File: config.mk
export PLATFORM = sky130hd
export DESIGN_NAME = uart_rx_mmio
export DESIGN_NICKNAME = d
export VERILOG_FILES = /design/src/rtl/uart_rx_mmio_pkg.sv /design/src/rtl/sync_fifo.sv /design/src/rtl/uart_rx_mmio.sv
export SDC_FILE = /design/constraint.sdc
export NUM_CORES = 1
export LEC_CHECK = 0
export CAP_MARGIN = 15
export CORE_MARGIN = 2
export CORE_UTILIZATION = 43
export DETAILED_ROUTE_END_ITERATION = 16
export PLACE_DENSITY_LB_ADDON = 0.2
export SYNTH_ARGS = -nofsm -noshare
export SYNTH_HDL_FRONTEND = slang
export SYNTH_SLANG_ARGS = --single-unit
File: constraint.sdc
create_clock -name clk -period 2.7 [get_ports clk]
set_input_delay 0.27 -clock clk [delete_from_list [all_inputs] [get_ports clk]]
set_output_delay 0.27 -clock clk [all_outputs]
set_load 0.01 [all_outputs]
File: src/rtl/uart_rx_mmio_pkg.sv
// Shared constants for the UART receiver: bus widths, IO offsets, RXSTAT bit map and FSM states.
// The optional interrupt logic in uart_rx_mmio is enabled by defining UART_RX_IRQ_EN.
`ifndef UART_DIV
`define UART_DIV 16
`endif
`ifndef XLEN
`define XLEN 32
`endif
`ifndef ADDR_W
`define ADDR_W 32
`endif
`ifndef IO_BASE_ADDR
`define IO_BASE_ADDR 32'h0000_1000
`endif
`ifndef IO_UART_RX_OFFSET
`define IO_UART_RX_OFFSET 32'h0000_0008
`endif
`ifndef IO_UART_RXSTAT_OFFSET
`define IO_UART_RXSTAT_OFFSET 32'h0000_000C
`endif

package uart_rx_mmio_pkg;
  localparam int XLEN             = `XLEN;
  localparam int ADDR_W           = `ADDR_W;
  localparam int UART_DIV_DEFAULT = `UART_DIV;

  localparam logic [ADDR_W-1:0] RXDATA_ADDR = ADDR_W'(`IO_BASE_ADDR + `IO_UART_RX_OFFSET);
  localparam logic [ADDR_W-1:0] RXSTAT_ADDR = ADDR_W'(`IO_BASE_ADDR + `IO_UART_RXSTAT_OFFSET);

  localparam int STAT_NE      = 0;
  localparam int STAT_OVR     = 1;
  localparam int STAT_FERR    = 2;
  localparam int STAT_FULL    = 3;
  localparam int STAT_IRQ_EN  = 8;
  localparam int STAT_CNT_LSB = 16;

  typedef enum logic [1:0] {
    ST_IDLE  = 2'd0,
    ST_START = 2'd1,
    ST_DATA  = 2'd2,
    ST_STOP  = 2'd3
  } uart_rx_state_t;
endpackage

File: src/rtl/sync_fifo.sv
// Single-clock circular FIFO. A push into a full FIFO succeeds only when a pop frees
// the slot in the same cycle; otherwise the word is dropped and drop_o pulses.
module sync_fifo #(
  parameter int WIDTH = 8,
  parameter int DEPTH = 8,
  localparam int AW = $clog2(DEPTH),
  localparam int CW = $clog2(DEPTH + 1)
) (
  input  logic             clk,
  input  logic             rst,
  input  logic             push_i,
  input  logic             pop_i,
  input  logic [WIDTH-1:0] wdata_i,
  output logic [WIDTH-1:0] rdata_o,
  output logic             full_o,
  output logic             empty_o,
  output logic [CW-1:0]    count_o,
  output logic             drop_o
);
  logic [WIDTH-1:0] mem_q [DEPTH];
  logic [AW-1:0]    wptr_q, rptr_q;
  logic [CW-1:0]    count_q, count_d;
  logic             push_ok, pop_ok;

  assign full_o  = (count_q == CW'(DEPTH));
  assign empty_o = (count_q == '0);
  assign count_o = count_q;
  assign rdata_o = mem_q[rptr_q];

  assign pop_ok  = pop_i && !empty_o;
  assign push_ok = push_i && (!full_o || pop_ok);
  assign drop_o  = push_i && !push_ok;

  always_comb begin
    count_d = count_q;
    if (push_ok && !pop_ok)      count_d = count_q + 1'b1;
    else if (pop_ok && !push_ok) count_d = count_q - 1'b1;
  end

  // Pointers wrap naturally because DEPTH is a power of two.
  always_ff @(posedge clk) begin
    if (rst) begin
      wptr_q  <= '0;
      rptr_q  <= '0;
      count_q <= '0;
    end else begin
      if (push_ok) wptr_q <= wptr_q + 1'b1;
      if (pop_ok)  rptr_q <= rptr_q + 1'b1;
      count_q <= count_d;
    end
  end

  always_ff @(posedge clk) begin
    if (push_ok) mem_q[wptr_q] <= wdata_i;
  end
endmodule

File: src/rtl/uart_rx_mmio.sv
// 8N1 UART receiver with an RX FIFO behind RXDATA/RXSTAT MMIO registers.
// Define UART_RX_IRQ_EN to add the irq output and the RW irq_en bit in RXSTAT.
module uart_rx_mmio
  import uart_rx_mmio_pkg::*;
#(
  parameter int UART_DIV   = UART_DIV_DEFAULT,
  parameter int FIFO_DEPTH = 8
) (
  input  logic              clk,
  input  logic              rst,
  input  logic              mmio_req,
  input  logic              mmio_we,
  input  logic [ADDR_W-1:0] mmio_addr,
  input  logic [XLEN-1:0]   mmio_wdata,
  output logic [XLEN-1:0]   mmio_rdata,
  output logic              mmio_ready,
  input  logic              uart_rx
`ifdef UART_RX_IRQ_EN
  ,
  output logic              irq
`endif
);
  localparam int CNT_W = $clog2(UART_DIV);
  localparam int CW    = $clog2(FIFO_DEPTH + 1);
  localparam logic [CNT_W-1:0] BIT_RELOAD  = CNT_W'(UART_DIV - 1);
  localparam logic [CNT_W-1:0] HALF_RELOAD = CNT_W'(UART_DIV / 2 - 1);

  logic           sync1_q, rx_s_q;
  uart_rx_state_t state_q;
  logic [CNT_W-1:0] cnt_q;
  logic [2:0]     bit_idx_q;
  logic [7:0]     shift_q;
  logic           brk_q, push_q, ferr_set_q;

  logic [7:0]     fifo_head;
  logic           fifo_full, fifo_empty, fifo_drop;
  logic [CW-1:0]  fifo_count;

  logic [XLEN-1:0] rdata_q, rdata_d, stat_w;
  logic            ovr_q, ovr_d, ferr_q, ferr_d, irq_en;
  logic            rd, wr, hit_data, hit_stat, pop;
  logic            unused_wdata;

  always_ff @(posedge clk) begin
    if (rst) begin
      sync1_q <= 1'b1;
      rx_s_q  <= 1'b1;
    end else begin
      sync1_q <= uart_rx;
      rx_s_q  <= sync1_q;
    end
  end

  // brk_q holds the FSM in IDLE after a framing error until the line returns high.
  always_ff @(posedge clk) begin
    if (rst) begin
      state_q    <= ST_IDLE;
      cnt_q      <= '0;
      bit_idx_q  <= '0;
      shift_q    <= '0;
      brk_q      <= 1'b0;
      push_q     <= 1'b0;
      ferr_set_q <= 1'b0;
    end else begin
      push_q     <= 1'b0;
      ferr_set_q <= 1'b0;
      if (cnt_q != '0) cnt_q <= cnt_q - 1'b1;
      case (state_q)
        ST_IDLE: begin
          if (brk_q) begin
            if (rx_s_q) brk_q <= 1'b0;
          end else if (!rx_s_q) begin
            state_q <= ST_START;
            cnt_q   <= HALF_RELOAD;
          end
        end
        ST_START: begin
          if (cnt_q == '0) begin
            if (!rx_s_q) begin
              state_q   <= ST_DATA;
              cnt_q     <= BIT_RELOAD;
              bit_idx_q <= '0;
            end else begin
              state_q <= ST_IDLE;
            end
          end
        end
        ST_DATA: begin
          if (cnt_q == '0) begin
            shift_q[bit_idx_q] <= rx_s_q;
            cnt_q              <= BIT_RELOAD;
            if (bit_idx_q == 3'd7) state_q <= ST_STOP;
            else                   bit_idx_q <= bit_idx_q + 3'd1;
          end
        end
        ST_STOP: begin
          if (cnt_q == '0) begin
            state_q <= ST_IDLE;
            if (rx_s_q) begin
              push_q <= 1'b1;
            end else begin
              ferr_set_q <= 1'b1;
              brk_q      <= 1'b1;
            end
          end
        end
        default: state_q <= ST_IDLE;
      endcase
    end
  end

  sync_fifo #(
    .WIDTH (8),
    .DEPTH (FIFO_DEPTH)
  ) u_fifo (
    .clk     (clk),
    .rst     (rst),
    .push_i  (push_q),
    .pop_i   (pop),
    .wdata_i (shift_q),
    .rdata_o (fifo_head),
    .full_o  (fifo_full),
    .empty_o (fifo_empty),
    .count_o (fifo_count),
    .drop_o  (fifo_drop)
  );

  // mmio_req is the valid; mmio_ready mirrors it, so each request completes in the cycle it is presented.
  assign mmio_ready = mmio_req;
  assign mmio_rdata = rdata_q;
  assign rd         = mmio_req && !mmio_we;
  assign wr         = mmio_req && mmio_we;
  assign hit_data   = (mmio_addr == RXDATA_ADDR);
  assign hit_stat   = (mmio_addr == RXSTAT_ADDR);
  assign pop        = rd && hit_data && !fifo_empty;
  assign unused_wdata = ^mmio_wdata;

  always_comb begin
    stat_w                            = '0;
    stat_w[STAT_NE]                   = !fifo_empty;
    stat_w[STAT_OVR]                  = ovr_q;
    stat_w[STAT_FERR]                 = ferr_q;
    stat_w[STAT_FULL]                 = fifo_full;
    stat_w[STAT_IRQ_EN]               = irq_en;
    stat_w[STAT_CNT_LSB +: CW]        = fifo_count;
  end

  always_comb begin
    rdata_d = rdata_q;
    if (rd) begin
      if (hit_data)      rdata_d = fifo_empty ? '0 : XLEN'(fifo_head);
      else if (hit_stat) rdata_d = stat_w;
      else               rdata_d = '0;
    end
  end

  // A set in the same cycle as a write-1-to-clear wins.
  always_comb begin
    ovr_d  = ovr_q;
    ferr_d = ferr_q;
    if (wr && hit_stat && mmio_wdata[STAT_OVR])  ovr_d  = 1'b0;
    if (wr && hit_stat && mmio_wdata[STAT_FERR]) ferr_d = 1'b0;
    if (fifo_drop)  ovr_d  = 1'b1;
    if (ferr_set_q) ferr_d = 1'b1;
  end

  always_ff @(posedge clk) begin
    if (rst) begin
      rdata_q <= '0;
      ovr_q   <= 1'b0;
      ferr_q  <= 1'b0;
    end else begin
      rdata_q <= rdata_d;
      ovr_q   <= ovr_d;
      ferr_q  <= ferr_d;
    end
  end

`ifdef UART_RX_IRQ_EN
  logic irq_en_q, irq_en_d, irq_q;

  always_comb begin
    irq_en_d = irq_en_q;
    if (wr && hit_stat) irq_en_d = mmio_wdata[STAT_IRQ_EN];
  end

  always_ff @(posedge clk) begin
    if (rst) begin
      irq_en_q <= 1'b0;
      irq_q    <= 1'b0;
    end else begin
      irq_en_q <= irq_en_d;
      irq_q    <= irq_en_q && (!fifo_empty || ovr_q);
    end
  end

  assign irq_en = irq_en_q;
  assign irq    = irq_q;
`else
  assign irq_en = 1'b0;
`endif
endmodule

==> run summary, run 1 <==
Status -> finished clean
TritonCTS buffer count -> 17
1st-iter DRT viols -> 215
Most common cell in the netlist -> edfxtp_1
I/O pin count -> 102
Reg clk slew, reported paths -> 0.05 ns
Die area -> 12,700 um^2
Final Hold Vio Count -> 0
HP Start -> rst
Synth Flop Type -> edfxtp_1
Number of cell rows -> 39
Final Cycle Share -> 96.14%
Fin. max-slew vios -> 0
CTS tree -> yes
Sequential area share after synthesis -> 57.14%
Vias per inst -> 5.238
Critical path buffer and inverter count -> 2
Final Setup Violations -> 0
Area contributors post-synth -> edfxtp_1, dfxtp_1, mux4_2, mux2i_1, buf_4
Area Overhead vs Synth -> 30.52%
Clk_skew -> 0.005384 ns
Total of max-cap violations -> 0
Worst path arrival time -> 2.92 ns
Hold WS -> 0.3805 ns
Drt wl/cell -> 16.94 um
Final wirelength -> 10,830 um
Worst slew pin tran -> 0.7499 ns
Yosys Warn Count -> 0
P_int -> 0.003628 W
Reg2reg start -> u_fifo.count_o[3]
CP required -> 3.02 ns
Clock Path Buffers -> 2
P_sw -> 0.0009624 W
Worst setup SP type -> input pin
Final core occ -> 57.82%
M2 GR Usage -> 31.30%
R2r endpoint -> u_fifo.count_o[3]
CP delay by family, top -> simple AND/OR/NAND/NOR gates
Power Density -> 692.4 nW/um^2
Share of layout cells above drive strength 1 -> 25.40%
Register bit count reported by yosys -> 113
Worst path slowest cell -> o41ai_4
Combinational power share -> 8.3%
Clock power frac -> 51.0%
DP HPWL -> 7245 um
Switch share -> 20.96%
Crit. End Element -> register
WHS Path Cells -> 2
Syn_area_per_cell -> 12.99 um^2
Grt met1 use -> 20.19%
Sink Count -> 113
Critical Path Most Common Cell -> a21oi_2
Max H-tree Level -> 4
Met3 usage in global routing -> 5.570%
Synth top cells by count -> edfxtp_1, dfxtp_1, nor2_1
Mapped cell area -> 5080 um^2
Asr flop ratio synth -> 0%
Final Power -> 0.004591 W
Initial Utilization -> 44.30%
GRT overflow -> 0
# DRC -> 0
DIE HEIGHT -> 112.7 um
Largest net degree at the start of global routing -> 33
VDD IR-drop max -> 0.0004963 V
Post-synth EDFFs -> 64
Routability-driven placement congestion ratio -> 0.8065
Crit Path Max Fanout -> 4
GR peak layer -> met2
Filler Cell Count -> 925
First-pass GRT wire length -> 17,170 um
DR pass1 iterations -> 4
Final Critical Period -> 2.596 ns
Placeable Area -> 11,470 um^2
Total GRT Usage -> 17.70%
Worst Hold Path EP -> u_fifo.count_o[0]
Slew headroom -> 49.94%
Clock Latency Late Sink -> 0.40 ns
Cell variety after synth -> 60
Sequential share of power -> 40.7%
Number of nets with antenna violations after routing -> 0
Critical path type -> in -> reg
Max Fclk -> 385.2 MHz
Vias in the first global route -> 3,404
Hold Crit Class -> in -> reg
R2R cell count -> 11
Setup_tns -> 0 ns
Via count -> 3,347
Antenna violations before repair -> 0
Final #Nets -> 562
PortBufs -> 51
Critical path, cell by cell -> dlygate4sd2_1, nor4_4, nand4_4, o41ai_4, ha_2, inv_2, ha_4, a21o_1, a21oi_2, xnor2_1, or3_4, a21oi_2
CP peak stage delay -> 0.40 ns
ANT cells -> 0
R2r setup slk -> 0.16 ns
Synthesized instance count -> 391
Yosys top cell area share -> 37.83%
Leakage -> 2.580 nW
CTS root buf -> clkbuf_16
Die width -> 112.7 um
Yosys top cell by area -> edfxtp_1
repair_timing:
| item | 4_1_cts | 5_1_grt |
|---|---|---|
| endpoints found under the setup margin | 1 | 5 |
| setup buffers | 8 | 2 |
| pin swaps | 15 | 18 |
| resized for setup | 14 | 22 |
| hold buffers | 0 | 0 |
cell type report:
cell class	instances	area, um^2	share of cell area (%)
inverters	8	30.03	0.4529
well taps	143	178.9	2.699
repair buffers	94	864.6	13.04
multi-input cells	249	2031	30.63
clock buffers	18	429.2	6.473
clock inverters	14	193.9	2.925
flip-flops and latches	113	2903	43.78
logic make-up (layout without fill, tap and decap cells):
logic type                 after synthesis  in the layout  synth area share [%]
adders and majority gates               10             10                 2.611
xor gates and xnor gates                 4              4                0.6898
and+or+nand+nor                        129            129                 16.03
AOI/OAI and AO/OA                       47             47                 6.429
DFF                                    113            113                 57.14
other                                    1             20               0.07382
buffers and inverters                   48            134                 5.271
muxes                                   39             39                 11.75
cell usage in the layout, fill, tap and decap left out, types with 6 or more instances in the layout:
master and count:
nand3_1 12, dlygate4sd2_1 11, ha_1 7, dlymetal6s2s_1 17
mux4_2 16, inv_1 6, buf_4 41, clkbuf_16 17
conb_1 20, nor2b_1 6, nor3_1 9, dfxtp_1 49
edfxtp_1 64, nor2_1 36, nand2_1 23, mux2i_1 18
a21oi_1 16, clkdlybuf4s50_1 22
power groups by stage:
stage	sequential, W	combinational [W]	clock (W)
after floorplan	0.00189	0.000269	0
after global placement	0.00190	0.000368	0
after detailed placement	0.00190	0.000388	0
after CTS	0.00187	0.000386	0.00238
after global routing	0.00187	0.000420	0.00246
final	0.00187	0.000381	0.00234
per-stage QoR:
stage	instance area, um^2	setup WS [ns]	instances
floorplan	5170	0.004012	410
CTS	6550	0.008101	637
global placement	5864	-0.3185	597
global route	6630	-0.01246	639
detailed placement	5864	-0.4398	597
finish	6630	0.1043	639
flip-flops by register name, summed over array words and instances, names as in the netlist, 3 cells and up, named ones only:
name / cells
bit_idx_q: 3
cnt_q: 4
mmio_rdata: 12
shift_q: 8
u_fifo.count_o: 4
u_fifo.mem_q: 64
u_fifo.rptr_q: 3
u_fifo.wptr_q: 3
per-layer routing:
layer / up-vias / part of all wire [%]
met5: - / 0
met4: 0 / 0.99
met3: 8 / 6.2
met2: 110 / 53
met1: 1626 / 40
li1: 1603 / -
how the worst max path moves through the flow:
stage                             end  depth (start not counted)          from
finish              u_fifo.count_o[3]                         12  mmio_addr[6]
global route        u_fifo.count_o[3]                         12      mmio_req
CTS                 u_fifo.count_o[3]                         13  mmio_addr[9]
floorplan           u_fifo.count_o[3]                         11  mmio_addr[9]
detailed placement  u_fifo.count_o[3]                         12  mmio_addr[5]
global placement    u_fifo.count_o[3]                         13  mmio_addr[5]
worst reg2reg max path, stage by stage, from the launching register on:
cell and delay [ns]:
dfxtp_1 0.37, nor4_2 0.51, nor4_4 0.10, inv_1 0.10, ha_2 0.20, inv_2 0.06
ha_4 0.21, a21o_1 0.18, a21oi_2 0.13, xnor2_1 0.11, or3_4 0.38, a21oi_2 0.13
No activity file was read; power rests on OpenSTA's default activity.
==> inputs of run 2 (changes only) <==
--- a/config.mk
+++ b/config.mk
@@ -7,8 +7,9 @@
 export LEC_CHECK = 0
 export CAP_MARGIN = 15
 export CORE_MARGIN = 2
-export CORE_UTILIZATION = 43
+export CORE_UTILIZATION = 47
 export DETAILED_ROUTE_END_ITERATION = 16
+export HOLD_SLACK_MARGIN = 0.1
 export PLACE_DENSITY_LB_ADDON = 0.2
 export SYNTH_ARGS = -nofsm -noshare
 export SYNTH_HDL_FRONTEND = slang
==> run 2 against run 1 <==
Compared with the run above: worst setup slack worse by 0.0082 ns; global-route usage up 1.4 points; non-clock buffer count down 8; final area down 2.8%; final cell count down 2.3%; wire length down 2.7%; clock power down 11%; flip-flop and latch count unchanged; register-to-register slack about the same; maximum frequency down 0.31%; critical path depth unchanged.
==> run summary, run 2 (synthesized netlist as in run 1, its figures left out) <==
Crit Path Max Fanout -> 4
Initial Utilization -> 48.77%
Switch share -> 24.67%
Die width -> 108.0 um
CTS root buf -> clkbuf_8
Routability-driven placement congestion ratio -> 0.7596
DP HPWL -> 7251 um
I/O pin count -> 102
Hold Crit Class -> in -> reg
Max Fclk -> 384.0 MHz
Final wirelength -> 10,530 um
Worst path arrival time -> 3.03 ns
Via count -> 3,283
First-pass GRT wire length -> 16,470 um
Leakage -> 2.333 nW
Dpl cell area -> 5848 um^2
Area Overhead vs Synth -> 26.87%
Final Power -> 0.004330 W
Clk_skew -> 0.01257 ns
ANT cells -> 0
Number of nets with antenna violations after routing -> 0
Hold-fix buffers, CTS -> 0
Total GRT Usage -> 19.11%
Reg clk slew, reported paths -> 0.06 ns
Slew headroom -> 48.74%
Total of max-cap violations -> 0
Placeable Area -> 10,420 um^2
Worst slew pin tran -> 0.7689 ns
Drt wl/cell -> 16.88 um
Final Cycle Share -> 96.44%
Setup_tns -> 0 ns
Combinational power share -> 8.9%
Final #Nets -> 554
DR pass1 iterations -> 5
VDD IR-drop max -> 0.0003846 V
Clock Latency Late Sink -> 0.51 ns
Most frequent cells in the layout -> edfxtp_1, clkdlybuf4s50_1, dfxtp_1
Clock power frac -> 48.0%
1st-iter DRT viols -> 122
Vias per inst -> 5.261
TritonCTS buffer count -> 17
Final Hold Vio Count -> 0
Crit. End Element -> register
CTS tree -> yes
Max H-tree Level -> 4
Max reg flops -> 64
Share of layout cells above drive strength 1 -> 24.39%
Die area -> 11,660 um^2
Final Setup Violations -> 0
Clock Path Buffers -> 2
Critical path type -> in -> reg
Final std cells w/o fill -> 624
GRT overflow -> 0
PortBufs -> 51
Power Density -> 671.9 nW/um^2
Commonest non-fill, non-tap cell in the layout -> edfxtp_1
Top reg by flops -> u_fifo.mem_q
DIE HEIGHT -> 108.0 um
Post-route cell area -> 6445 um^2
Status -> finished clean
Fin. max-slew vios -> 0
P_int -> 0.003262 W
Antenna violations before repair -> 0
Worst setup SP type -> input pin
Sequential share of power -> 43.1%
CP required -> 3.13 ns
Number of cell rows -> 37
# DRC -> 0
Sink Count -> 113
Largest net degree at the start of global routing -> 40
P_sw -> 0.001068 W
Vias in the first global route -> 3,341
Placed instance count -> 589
Final Critical Period -> 2.604 ns
run 2: changes by cell type in the layout (fill, tap and decap cells not counted), sizes merged:
cell           previous run  this run
clkdlybuf4s50            22        50
dlymetal6s2s             17         0
dlygate4sd2              11         0
buf                      44        36
inv                       8        15
bufinv                    5         1
clkinv                    8         5
clkbuf                   18        17
clkinvlp                  1         2
run 2: final timing paths:
kind / startpoint / end / slack (ns) / depth (start not counted)
worst max register to register: u_fifo.count_o[0] / u_fifo.count_o[3] / 0.15 / 11
worst max-delay path: mmio_addr[15] / u_fifo.count_o[3] / 0.1 / 12
worst min register to register: sync1_q / rx_s_q / 0.42 / 1
worst min-delay path: rst / register / 0.33 / 2
run 2: power groups by stage:
stage,Combinational (W),Clock (W),Sequential [W]
CTS,0.000389,0.00211,0.00187
global route,0.000438,0.00219,0.00187
floorplan,0.000269,0,0.00189
global placement,0.000372,0,0.00190
detailed placement,0.000387,0,0.00190
finish,0.000387,0.00208,0.00187
run 2: critical path: stages:
cell and delay [ns]:
clkdlybuf4s50_1 0.44, nor4b_4 0.35, nand4_4 0.18, o41ai_4 0.39
ha_2 0.25, inv_2 0.06, ha_4 0.20, a21o_1 0.16
a21oi_2 0.13, xnor2_1 0.09, or3_1 0.38, a21oi_2 0.13
run 2: cell type report:
type	instances	area, um^2
clock buffer	17	414.1
inverter	8	30.03
fill	798	3971
tap	136	170.2
sequential	113	2903
multi-input combinational	249	2009
clock inverter	15	146.4
timing repair buffer	86	772.0
run 2: through the flow:
step | util, % | hold WS (ns) | setup slack [ns]
finish | 61.87 | 0.3281 | 0.09611
global route | 61.87 | 0.3275 | -0.004424
CTS | 61.53 | 0.3142 | 0.02894
detailed placement | 56.14 | 0.3961 | -0.4358
global placement | 56.14 | 0.4122 | -0.3154
floorplan | - | 0.3738 | 0.004012
run 2: timing repair:
item,4_1_cts,5_1_grt
setup endpoints to repair,0,1
gates resized for setup,0,3
setup buffers,0,3
run 2: routing by layer:
metal | track usage (%) | wire length (um)
met5 | 0 | 0
met4 | 4.762 | 57
met3 | 6.269 | 604
met2 | 34.41 | 5472
met1 | 21.95 | 4400
==> inputs of run 3 (changes only) <==
--- a/config.mk
+++ b/config.mk
@@ -11,6 +11,7 @@
 export DETAILED_ROUTE_END_ITERATION = 16
 export HOLD_SLACK_MARGIN = 0.1
 export PLACE_DENSITY_LB_ADDON = 0.2
+export SLEW_MARGIN = 15
 export SYNTH_ARGS = -nofsm -noshare
 export SYNTH_HDL_FRONTEND = slang
 export SYNTH_SLANG_ARGS = --single-unit
==> results of run 3 <==
Final layout, timing and power as in run 2 (identical DEF).
